$ cat config.mk
export PLATFORM = sky130hd
export DESIGN_NAME = ddr_chk_pattern
export DESIGN_NICKNAME = d
export VERILOG_FILES = /design/src/rtl/ddr_chk_pkg.sv /design/src/rtl/ddr_chk_pattern.sv
export SDC_FILE = /design/constraint.sdc
export NUM_CORES = 1
export LEC_CHECK = 0
export CAP_MARGIN = 30
export CORE_MARGIN = 2
export CORE_UTILIZATION = 55
export CTS_BUF_LIST = sky130_fd_sc_hd__clkbuf_8
export DETAILED_ROUTE_END_ITERATION = 8
export PLACE_DENSITY_LB_ADDON = 0.3
export SYNTH_ARGS = -nofsm -noshare
export SYNTH_HDL_FRONTEND = slang
export SYNTH_SLANG_ARGS = --single-unit
$ cat constraint.sdc
create_clock -name clk -period 2.9 [get_ports clk]
set_input_delay 0.435 -clock clk [delete_from_list [all_inputs] [get_ports clk]]
set_output_delay 0.435 -clock clk [all_outputs]
set_load 0.01 [all_outputs]
$ cat src/rtl/ddr_chk_pkg.sv
// Shared types and constants for the DDR pattern checker.
// The pattern selection macro DDR_CHK_LFSR_EN is consumed by ddr_chk_pattern.
package ddr_chk_pkg;

   typedef enum logic [2:0] {
      IDLE   = 3'd0,
      WRITE  = 3'd1,
      SETTLE = 3'd2,
      READ   = 3'd3,
      DONE   = 3'd4
   } chk_state_t;

   // Galois taps for x^32 + x^22 + x^2 + x + 1 in right-shift form
   localparam logic [31:0] LFSR_POLY = 32'h80200003;

   localparam int CNT_W = 16;

endpackage

$ cat src/rtl/ddr_chk_pattern.sv
// Deterministic word generator; two copies keep the write and expected streams in lockstep.
// DDR_CHK_LFSR_EN defined selects a 32-bit Galois LFSR, otherwise the word increments.
module ddr_chk_pattern
   import ddr_chk_pkg::*;
#(
   parameter logic [31:0] SEED = 32'h1
) (
   input  logic        clk,
   input  logic        rst,
   input  logic        load,
   input  logic        step,
   output logic [31:0] word
);

   logic [31:0] word_next;

`ifdef DDR_CHK_LFSR_EN
   always_comb begin
      word_next = {1'b0, word[31:1]};
      if (word[0]) begin
         word_next = word_next ^ LFSR_POLY;
      end
   end
`else
   always_comb begin
      word_next = word + 32'd1;
   end
`endif

   // load wins over step so a new pass always restarts from SEED
   always_ff @(posedge clk) begin
      if (rst) begin
         word <= SEED;
      end else if (load) begin
         word <= SEED;
      end else if (step) begin
         word <= word_next;
      end
   end

endmodule

# Yosys cells after proc, flatten, opt, wreduce, memory -nomap -nowiden
# Index checks and enable logic that the tools add are counted.
# word_totals
reg_bits,32
input_bits,4
out_inout_bits,32
elab_cells,3
# op_classes
add_sub_neg,1
n_reduce_logical,1
# ops
operator,count
$add A32 B1 Y32 const B,1
$reduce_or A2 Y1,1

# Longest topological paths before layout
# Gate-level depths: netlist (run 1).
# depth
ltp_word,1
ltp_mapped,6
mapped_depth_nobuf,5

# Least setup slack after synthesis (run 1)
# No wires, ideal clock.
# synth_timing
kind,register to register
start,register word[0]
end,register word[20]
setup_time_ns,0.070
arrival_time_ns,1.641
t_required_ns,2.830
path_slack_ns,1.189
path_stages_with_launch,7
path_buffers,1
synth_period_minus_slack_ns,1.711
cell_sequence,dfxtp_1 -> ha_1 -> and3_1 -> buf_2 -> nand4_4 -> or4_1 -> a21oi_1
# synth_via
elab_chain_cells,1
# synth_rtl
element,line_no,source
"start, declared",ddr_chk_pattern.sv:12,output logic [31:0] word
"start signal, assigned",ddr_chk_pattern.sv:37,word <= word_next;
$add A32 B1 Y32,ddr_chk_pattern.sv:26,word_next = word + 32'd1;
# Every way passes these cells.
# A chain may end at the register's enable or synchronous reset.

==> metrics.txt, run 1 <==
outcome finished, final reports clean; stage delay of the slowest cell on the critical path 560 ps; Remaining Overflow, GRT 0; input/output buffers 35; Placed Instance Area 1890 um2; CTS max path bufs 2; number of buffer and inverter stages on the critical path 1; max-slew violation total from the final report 0; via density per instance 6.27; total negative setup slack 0 ps; final HPWL from detailed placement 2.47 mm; post-synthesis sequential element count 32; placeable core region 2730 um2; Psw 0.000175 W; Hold Path Class register to register; slowest cell on the critical path sky130_fd_sc_hd__clkdlybuf4s50_1; kind of capture point of the worst setup path register; switching part of the total power 19.9%; post-CTS resize count 0; cell breakdown of the critical path clkdlybuf4s50_1 -> and4_1 -> nand4_4 -> or4_1 -> a21oi_1; x dimension of the die 57.3 um; Clk pin slew, worst setup/hold paths 70 ps; synthesized netlist net count 178; number of antenna violations at the first check in global routing 0; kind of cell with the highest combined delay on the critical path simple AND/OR/NAND/NOR gates; pin count of the biggest net entering global routing 30; H-tree depth 2; via count of the first global-routing pass 1408; number of diodes 0; via count 1498; sequential share of the synthesized area 41.0%; Clk Latency, worst-skew pair 280 ps; Finished Cell Area 1990 um2; DRC violations left 0; final hold violation count 0; Fmax achieved 0.485 GHz; post-synthesis average cell area 9.03 um2; clock tree skew after final layout 9.46 ps; minimum clock period after layout 2060 ps; nature of the critical path startpoint primary input; Iteration-0 DRC Markers 42; Max Fanout on Critical Path 10; count of clock tree sinks 32; top register by number of flip-flops word; number of unique standard cell types used by synthesis 34; slew at the pin closest to its max-slew limit 549 ps; number of buffers inserted to repair setup after CTS 0; Worst EP arrival 2280 ps; Area Overhead vs Synth 27.7%; Slew Limit Headroom 63.4%; Internal Power 0.000703 W; Pwr Density 440 nW/um2; TritonCTS clock tree yes; number of placement rows 19; number of detailed-route iterations in the first pass 4; required time of the critical path 3120 ps; MaxCap Viol Count 0; number of buffers added by the clock tree synthesis step 5; reported leakage power 0.649 nW; number of warning messages in the yosys log 0; clock tree root driver cell sky130_fd_sc_hd__clkbuf_8; average wire per standard cell 14.8 um; total power of the final layout 0.000878 W; largest registers in the final layout word x32; share of power burned in combinational logic 2.7%; unrepaired setup endpoints after global routing false; number of ports placed on the die boundary 36; Setup Crit Path Kind primary input to register; share of the clock period used by the worst path 71.0%; floorplan die height 57.3 um; leading cell type in the layout, fill and taps excluded sky130_fd_sc_hd__clkdlybuf4s50_1; total detailed-routing wirelength 3.53 mm; sequential power share 50.4%; total routing usage reported by global routing 23.2%; fraction of final layout cells sized beyond drive strength 1 7.69%; initial core utilization 57.1%; # nets final 212; overall die area 3280 um2; DRT antenna net count 0; first-pass GRT wire length 6.11 mm; endpoints failing setup 0; hold buffer count at cts 0; routability-driven placement congestion ratio 0.747; post-synthesis instance total 173; leading cell types in the layout, fill and taps excluded sky130_fd_sc_hd__clkdlybuf4s50_1, sky130_fd_sc_hd__dfxtp_1, sky130_fd_sc_hd__a21oi_1, sky130_fd_sc_hd__nor2_1; netlist area before placement 1560 um2; flip-flop count of the largest register after layout 32; clock network power share 46.9%; worst-case vdd ir drop 0.498 mV
stage by stage:
stage / utilization [%] / std cells / hold slack (ps) / setup WS, ps
2_1_floorplan: - / 173 / 495 / 1190
3_3_place_gp: 69.0 / 231 / 461 / 620
3_5_place_dp: 69.0 / 231 / 481 / 556
4_1_cts: 73.0 / 239 / 490 / 847
5_1_grt: 73.0 / 239 / 522 / 710
6_report: 73.0 / 239 / 493 / 840
kinds of logic (layout without fill, tap and decap cells):
logic type | Yosys count | count (layout) | share of synthesized area [%]
flip-flops | 32 | 32 | 41.0
AND/OR/NAND/NOR | 79 | 79 | 31.7
buffers and inverters | 11 | 46 | 4.81
adder cells (fa/ha/maj) | 1 | 1 | 0.801
multiplexers | 2 | 2 | 1.28
AO/OA/AOI/OAI | 36 | 36 | 13.6
XOR/XNOR | 12 | 12 | 6.73
metal layers:
metal	vias up	part of all wire [%]	global-route usage, %
met5	-	0	0
met4	0	1.1	8.64
met3	9	4.8	6.35
met2	46	50	39.7
met1	727	44	27.9
li1	716	-	-
cells in the mapped netlist:
cell type                  number  area (um2)
sky130_fd_sc_hd__xor2_1         9        78.8
sky130_fd_sc_hd__nor3_1         1        5.00
sky130_fd_sc_hd__nand3_2        1        10.0
sky130_fd_sc_hd__nand3_1        9        45.0
sky130_fd_sc_hd__buf_1          1        3.75
sky130_fd_sc_hd__buf_4          2        15.0
sky130_fd_sc_hd__o41ai_1        1        8.76
sky130_fd_sc_hd__or4_1         10        75.1
sky130_fd_sc_hd__and4_4         1        11.3
sky130_fd_sc_hd__o311ai_0       1        8.76
sky130_fd_sc_hd__dfxtp_1       32         641
sky130_fd_sc_hd__inv_1          3        11.3
sky130_fd_sc_hd__or3_2          2        15.0
sky130_fd_sc_hd__clkbuf_1       1        3.75
sky130_fd_sc_hd__and4_2         1        10.0
sky130_fd_sc_hd__buf_12         1        20.0
sky130_fd_sc_hd__xnor2_1        3        26.3
sky130_fd_sc_hd__and4_1         3        26.3
sky130_fd_sc_hd__or3_1          7        43.8
sky130_fd_sc_hd__or2_2          1        6.26
sky130_fd_sc_hd__o21ai_0        7        35.0
sky130_fd_sc_hd__nand2_1       10        37.5
sky130_fd_sc_hd__o31ai_1       10        75.1
sky130_fd_sc_hd__buf_6          1        11.3
sky130_fd_sc_hd__nand4_1       10        62.6
sky130_fd_sc_hd__ha_1           1        12.5
sky130_fd_sc_hd__mux2i_1        2        20.0
sky130_fd_sc_hd__a21oi_1       17        85.1
sky130_fd_sc_hd__and3_1         6        37.5
sky130_fd_sc_hd__buf_2          2        10.0
sky130_fd_sc_hd__nor2_1        13        48.8
sky130_fd_sc_hd__nand4_2        1        12.5
sky130_fd_sc_hd__nand4_4        2        42.5
sky130_fd_sc_hd__and2_1         1        6.26
area by class of cell:
class / instances / area [um2]
Clock buffer: 5 / 68.8
Inverter: 3 / 11.3
Multi-Input combinational cell: 130 / 846
Fill cell: 209 / 739
Timing Repair Buffer: 35 / 350
Clock inverter: 3 / 38.8
Sequential cell: 32 / 641
Tap cell: 31 / 38.8
power groups by stage:
stage / Clock [W] / Sequential (W) / Combinational [W]
2_1_floorplan: 0 / 0.000453 / 0.0000131
3_3_place_gp: 0 / 0.000453 / 0.0000229
3_5_place_dp: 0 / 0.000453 / 0.0000235
4_1_cts: 0.000416 / 0.000443 / 0.0000235
5_1_grt: 0.000437 / 0.000443 / 0.0000258
6_report: 0.000411 / 0.000443 / 0.0000235
worst register-to-register path: cells and delay by family, from the launching register on:
| family | cells | cell delay, ps |
|---|---|---|
| flops | 1 | 420 |
| simple gates | 3 | 1330 |
| compound gates | 1 | 140 |
worst paths after layout:
path,end,cells past startpoint,from,slack [ps]
hold / removal,word[31],2,word[31],490
setup / recovery,word[27],5,step,840
hold reg to reg,word[31],2,word[31],490
setup reg to reg,word[27],4,word[7],950
Power figures use the tool's default switching activity.
==> run 2, diff against run 1 <==
--- a/config.mk
+++ b/config.mk
@@ -7,7 +7,7 @@
 export LEC_CHECK = 0
 export CAP_MARGIN = 30
 export CORE_MARGIN = 2
-export CORE_UTILIZATION = 55
+export CORE_UTILIZATION = 51
 export CTS_BUF_LIST = sky130_fd_sc_hd__clkbuf_8
 export DETAILED_ROUTE_END_ITERATION = 8
 export PLACE_DENSITY_LB_ADDON = 0.3
==> constraint.sdc (replaced) <==
create_clock -name clk -period 1.9 [get_ports clk]
set_input_delay 0.285 -clock clk [delete_from_list [all_inputs] [get_ports clk]]
set_output_delay 0.285 -clock clk [all_outputs]
set_load 0.01 [all_outputs]
==> metrics.txt, run 2 (synthesized netlist as in run 1, its figures left out) <==
overall die area 3520 um2 (was 3280 um2); final hold violation count 0 (unchanged); first-pass GRT wire length 6.13 mm (was 6.11 mm); DRC violations left 0 (unchanged); Worst Reg2Reg Path Length in Cells 5 (was 4); Slew Limit Headroom 62.0% (was 63.4%); TritonCTS clock tree yes (unchanged); share of the clock period used by the worst path 94.6%; clock tree skew after final layout 2.55 ps (was 9.46 ps); kind of capture point of the worst setup path register (unchanged); number of buffers added by the clock tree synthesis step 5 (unchanged); clock network power share 44.0% (was 46.9%); via count of the first global-routing pass 1420 (was 1408); x dimension of the die 59.3 um (was 57.3 um); H-tree depth 2 (unchanged); Area Overhead vs Synth 34.1% (was 27.7%); Finished Cell Area 2090 um2 (was 1990 um2); max-slew violation total from the final report 0 (unchanged); total routing usage reported by global routing 22.7% (was 23.2%); pin count of the biggest net entering global routing 30 (unchanged); number of diodes 0 (unchanged); routability-driven placement congestion ratio 0.824 (was 0.747); Hold Path Class register to register (unchanged); DRT antenna net count 0 (unchanged); Setup Crit Path Kind register to register (was primary input to register); number of placement rows 20 (was 19); largest registers in the final layout word x32 (unchanged); nature of the critical path startpoint register (was primary input); slew at the pin closest to its max-slew limit 570 ps (was 549 ps); average wire per standard cell 14.7 um (was 14.8 um); number of ports placed on the die boundary 36 (unchanged); endpoints failing setup 0 (unchanged); sequential power share 53.0% (was 50.4%); minimum clock period after layout 1800 ps; via density per instance 5.99 (was 6.27); worst-case vdd ir drop 0.397 mV (was 0.498 mV); switching part of the total power 20.7% (was 19.9%); cell count of the worst hold path 2 (unchanged); CTS max path bufs 2 (unchanged); Iteration-0 DRC Markers 98 (was 42); unrepaired setup endpoints after global routing false (unchanged); clock tree root driver cell sky130_fd_sc_hd__clkbuf_8 (unchanged); number of detailed-route iterations in the first pass 5 (was 4); outcome finished, final reports clean (unchanged); Clk Latency, worst-skew pair 280 ps (about the same); count of clock tree sinks 32 (unchanged); required time of the critical path 2110 ps (was 3120 ps); number of fill cells in the layout 237 (was 209); hold buffer count at cts 0 (unchanged); leading cell type in the layout, fill and taps excluded sky130_fd_sc_hd__clkdlybuf4s50_1 (unchanged); Psw 0.000264 W (was 0.000175 W); total detailed-routing wirelength 3.74 mm (was 3.53 mm); Max Fanout on Critical Path 5 (was 10); floorplan die height 59.3 um (was 57.3 um); Placed Instance Area 1990 um2 (was 1890 um2); number of antenna violations at the first check in global routing 0 (unchanged); Layout Utilization 70.3% (was 73.0%); flip-flop count of the largest register after layout 32 (unchanged); via count 1522 (was 1498); placeable core region 2980 um2 (was 2730 um2); Worst EP arrival 2010 ps (was 2280 ps); number of buffers inserted to repair setup after CTS 0 (unchanged); smallest hold slack 492 ps (was 493 ps); Internal Power 0.00101 W (was 0.000703 W); Remaining Overflow, GRT 0 (unchanged); top register by number of flip-flops word (unchanged); Pwr Density 610 nW/um2 (was 440 nW/um2); input/output buffers 35 (unchanged); reported leakage power 0.709 nW (was 0.649 nW); # nets final 226 (was 212); fraction of final layout cells sized beyond drive strength 1 14.0% (was 7.69%); leading cell types in the layout, fill and taps excluded sky130_fd_sc_hd__clkdlybuf4s50_1, sky130_fd_sc_hd__dfxtp_1, sky130_fd_sc_hd__a21oi_1, sky130_fd_sc_hd__buf_4, sky130_fd_sc_hd__nor2_1 (was sky130_fd_sc_hd__clkdlybuf4s50_1, sky130_fd_sc_hd__dfxtp_1, sky130_fd_sc_hd__a21oi_1, sky130_fd_sc_hd__nor2_1); MaxCap Viol Count 0 (unchanged); initial core utilization 52.4% (was 57.1%); Clk pin slew, worst setup/hold paths 60 ps (was 70 ps); Fmax achieved 0.556 GHz; final HPWL from detailed placement 2.75 mm (was 2.47 mm); share of power burned in combinational logic 3.0% (was 2.7%)
## run 2: cell count changes in the layout (fill, tap and decap cells not counted), sizes merged
cell / delta
clkinv: -1
bufinv: -1
buf: +14
clkbuf: +2
inv: -1
## run 2: critical path, stage by stage, from the launching register on
cell                      delay, ps
sky130_fd_sc_hd__dfxtp_1        410
sky130_fd_sc_hd__ha_1           200
sky130_fd_sc_hd__and3_1         320
sky130_fd_sc_hd__nand4_2        170
sky130_fd_sc_hd__or4_1          480
sky130_fd_sc_hd__a21oi_1        140
## run 2: cell type report
class	count	area, um2	area share (%)
Inverter	3	11.3	0.538
Tap cell	33	41.3	1.97
Timing Repair Buffer	49	455	21.8
Clock buffer	7	96.3	4.60
Sequential cell	32	641	30.6
Multi-Input combinational cell	130	848	40.5
## run 2: layer usage
metal	wire length (um)	share of wire, %	track usage (%)	vias up
met2	1870	50	38.8	43
met3	168	4.5	6.77	7
met4	57	1.5	8.77	0
li1	-	-	-	747
met1	1640	44	26.4	725
met5	0	0	0	-
## run 2: power by group through the flow
| stage | combinational, W | clock, W | sequential (W) |
|---|---|---|---|
| 2_1_floorplan | 0.0000200 | 0 | 0.000692 |
| 3_3_place_gp | 0.0000364 | 0 | 0.000691 |
| 3_5_place_dp | 0.0000385 | 0 | 0.000692 |
| 4_1_cts | 0.0000390 | 0.000563 | 0.000677 |
| 5_1_grt | 0.0000416 | 0.000592 | 0.000676 |
| 6_report | 0.0000387 | 0.000562 | 0.000677 |
## run 2: worst paths after layout
kind,from,endpoint,slack [ps]
setup / recovery,word[0],word[26],100
hold / removal,word[28],word[28],490
setup reg to reg,word[0],word[26],100
hold reg to reg,word[28],word[28],490
## run 2: through the flow
stage	TNS [ps]	instances	total power (W)	setup slack, ps
floorplan	0	173	0.000712	189
global placement	-45.3	247	0.000727	-18.2
detailed placement	-405	247	0.000730	-86.4
CTS	0	254	0.00128	66.1
global route	0	254	0.00131	14.2
finish	0	254	0.00128	103
## run 2: timing repair
item | 4_1_cts | 5_1_grt
endpoints found under the setup margin | 0 | 9
resized for setup | 0 | 3
endpoints found under the hold margin | 0 | 0
==> run 3, diff against run 2 <==
--- a/config.mk
+++ b/config.mk
@@ -8,8 +8,9 @@
 export CAP_MARGIN = 30
 export CORE_MARGIN = 2
 export CORE_UTILIZATION = 51
-export CTS_BUF_LIST = sky130_fd_sc_hd__clkbuf_8
+export CTS_BUF_LIST = sky130_fd_sc_hd__clkbuf_4 sky130_fd_sc_hd__clkbuf_8
 export DETAILED_ROUTE_END_ITERATION = 8
+export MAX_ROUTING_LAYER = met4
 export PLACE_DENSITY_LB_ADDON = 0.3
 export SYNTH_ARGS = -nofsm -noshare
 export SYNTH_HDL_FRONTEND = slang
==> metrics.txt, run 3 (synthesized netlist as in run 1, its figures left out) <==
number of diodes 0 (unchanged); number of placement rows 20 (unchanged); floorplan die height 59.3 um (unchanged); number of buffers inserted to repair setup after CTS 0 (unchanged); final hold violation count 0 (unchanged); Hold Path Class register to register (unchanged); via density per instance 5.96 (was 5.99); leading cell types in the layout, fill and taps excluded sky130_fd_sc_hd__clkdlybuf4s50_1, sky130_fd_sc_hd__dfxtp_1, sky130_fd_sc_hd__a21oi_1, sky130_fd_sc_hd__buf_4, sky130_fd_sc_hd__nor2_1 (unchanged); DRT antenna net count 0 (unchanged); DRC violations left 0 (unchanged); reported leakage power 0.696 nW (was 0.709 nW); Iteration-0 DRC Markers 78 (was 98); initial core utilization 52.4% (unchanged); input/output buffers 35 (unchanged); total routing usage reported by global routing 23.4% (was 22.7%); Slew Limit Headroom 62.5% (was 62.0%); nature of the critical path startpoint register (unchanged); worst-case vdd ir drop 0.396 mV (was 0.397 mV); unrepaired setup endpoints after global routing false (unchanged); MaxCap Viol Count 0 (unchanged); outcome finished, final reports clean (unchanged); overall die area 3520 um2 (unchanged); number of detailed-route iterations in the first pass 4 (was 5); Max Fanout on Critical Path 5 (unchanged); max-slew violation total from the final report 0 (unchanged); Placed Instance Area 1990 um2 (unchanged); placeable core region 2980 um2 (unchanged); number of ports placed on the die boundary 36 (unchanged); share of the clock period used by the worst path 94.4% (was 94.6%); Clk pin slew, worst setup/hold paths 90 ps (was 60 ps); Fmax achieved 0.558 GHz (was 0.556 GHz); leading cell type in the layout, fill and taps excluded sky130_fd_sc_hd__clkdlybuf4s50_1 (unchanged); top register by number of flip-flops word (unchanged); largest registers in the final layout word x32 (unchanged); smallest hold slack 496 ps (was 492 ps); slew at the pin closest to its max-slew limit 563 ps (was 570 ps); TritonCTS clock tree yes (unchanged); total power of the final layout 0.00115 W (was 0.00128 W); via count of the first global-routing pass 1391 (was 1420); routability-driven placement congestion ratio 0.836 (was 0.824); Clk Latency, worst-skew pair 330 ps (was 280 ps); Layout Utilization 69.2% (was 70.3%); number of buffers added by the clock tree synthesis step 5 (unchanged); fraction of final layout cells sized beyond drive strength 1 14.0% (unchanged); first-pass GRT wire length 6.16 mm (was 6.13 mm); # nets final 226 (unchanged); pin count of the biggest net entering global routing 30 (unchanged); minimum clock period after layout 1790 ps (was 1800 ps); Pwr Density 556 nW/um2 (was 610 nW/um2); endpoints failing setup 0 (unchanged); Remaining Overflow, GRT 0 (unchanged); clock tree root driver cell sky130_fd_sc_hd__clkbuf_4 (was sky130_fd_sc_hd__clkbuf_8); required time of the critical path 2160 ps (was 2110 ps); Setup Crit Path Kind register to register (unchanged); x dimension of the die 59.3 um (unchanged); number of antenna violations at the first check in global routing 0 (unchanged); slowest cell on the critical path sky130_fd_sc_hd__or4_1 (unchanged); kind of capture point of the worst setup path register (unchanged); stage delay of the slowest cell on the critical path 480 ps (about the same); final HPWL from detailed placement 2.75 mm (unchanged); via count 1514 (was 1522); average wire per standard cell 14.6 um (was 14.7 um); clock tree skew after final layout 5.55 ps (was 2.55 ps); H-tree depth 2 (unchanged); flip-flop count of the largest register after layout 32 (unchanged); CTS max path bufs 2 (unchanged); total detailed-routing wirelength 3.70 mm (was 3.74 mm); Area Overhead vs Synth 32.1% (was 34.1%); count of clock tree sinks 32 (unchanged); Worst EP arrival 2060 ps (was 2010 ps); Finished Cell Area 2060 um2 (was 2090 um2); cell breakdown of the critical path ha_1 -> and3_1 -> nand4_2 -> or4_1 -> a21oi_1 (unchanged)
-- run 3: cell counts in the layout (fill, tap and decap cells not counted) --
Identical to the previous run, type by type.
-- run 3: final timing paths --
| kind | startpoint | endpoint | slack (ps) | cells past startpoint |
|---|---|---|---|---|
| worst max-delay path | word[0] | word[26] | 110 | 5 |
| worst min-delay path | word[28] | word[28] | 500 | 2 |
| worst max register to register | word[0] | word[26] | 110 | 5 |
| worst min register to register | word[28] | word[28] | 500 | 2 |
-- run 3: critical path: cells and delay by family, from the launching register on --
| family | cells | cell delay (ps) |
|---|---|---|
| simple gates | 3 | 970 |
| compound gates | 1 | 140 |
| flops | 1 | 420 |
| fa+ha+maj | 1 | 190 |
-- run 3: what timing repair did --
item                       CTS  global route
hold buffers                 0             0
setup endpoints to repair    0             9
gates resized for setup      0             3
-- run 3: layout make-up --
cell class / count / area, um2
Sequential cell: 32 / 641
Multi-Input combinational cell: 130 / 848
Fill cell: 246 / 916
Timing Repair Buffer: 49 / 455
Tap cell: 33 / 41.3
Inverter: 3 / 11.3
Clock buffer: 7 / 65.1
-- run 3: report_power, final --
part | switching [W] | total [W] | internal (W)
registers | 0.00000314 | 0.000676 | 0.000673
logic | 0.0000207 | 0.0000386 | 0.0000179
clock network | 0.000223 | 0.000432 | 0.000210
total | 0.000247 | 0.00115 | 0.000900
-- run 3: layer usage --
layer / GRT usage (%) / part of all wire [%] / vias up / wire length (um)
met3: 6.99 / 3.7 / 5 / 138
li1: - / - / 753 / -
met4: 7.47 / 0.78 / 0 / 29
met1: 26.9 / 44 / 725 / 1650
met5: - / 0 / - / 0
met2: 38.9 / 51 / 31 / 1890
-- run 3: stage by stage --
step,setup WS [ps],instances,setup TNS (ps)
2_1_floorplan,189,173,0
3_3_place_gp,-18.2,247,-45.3
3_5_place_dp,-86.4,247,-405
4_1_cts,58.8,254,0
5_1_grt,9.57,254,0
6_report,107,254,0
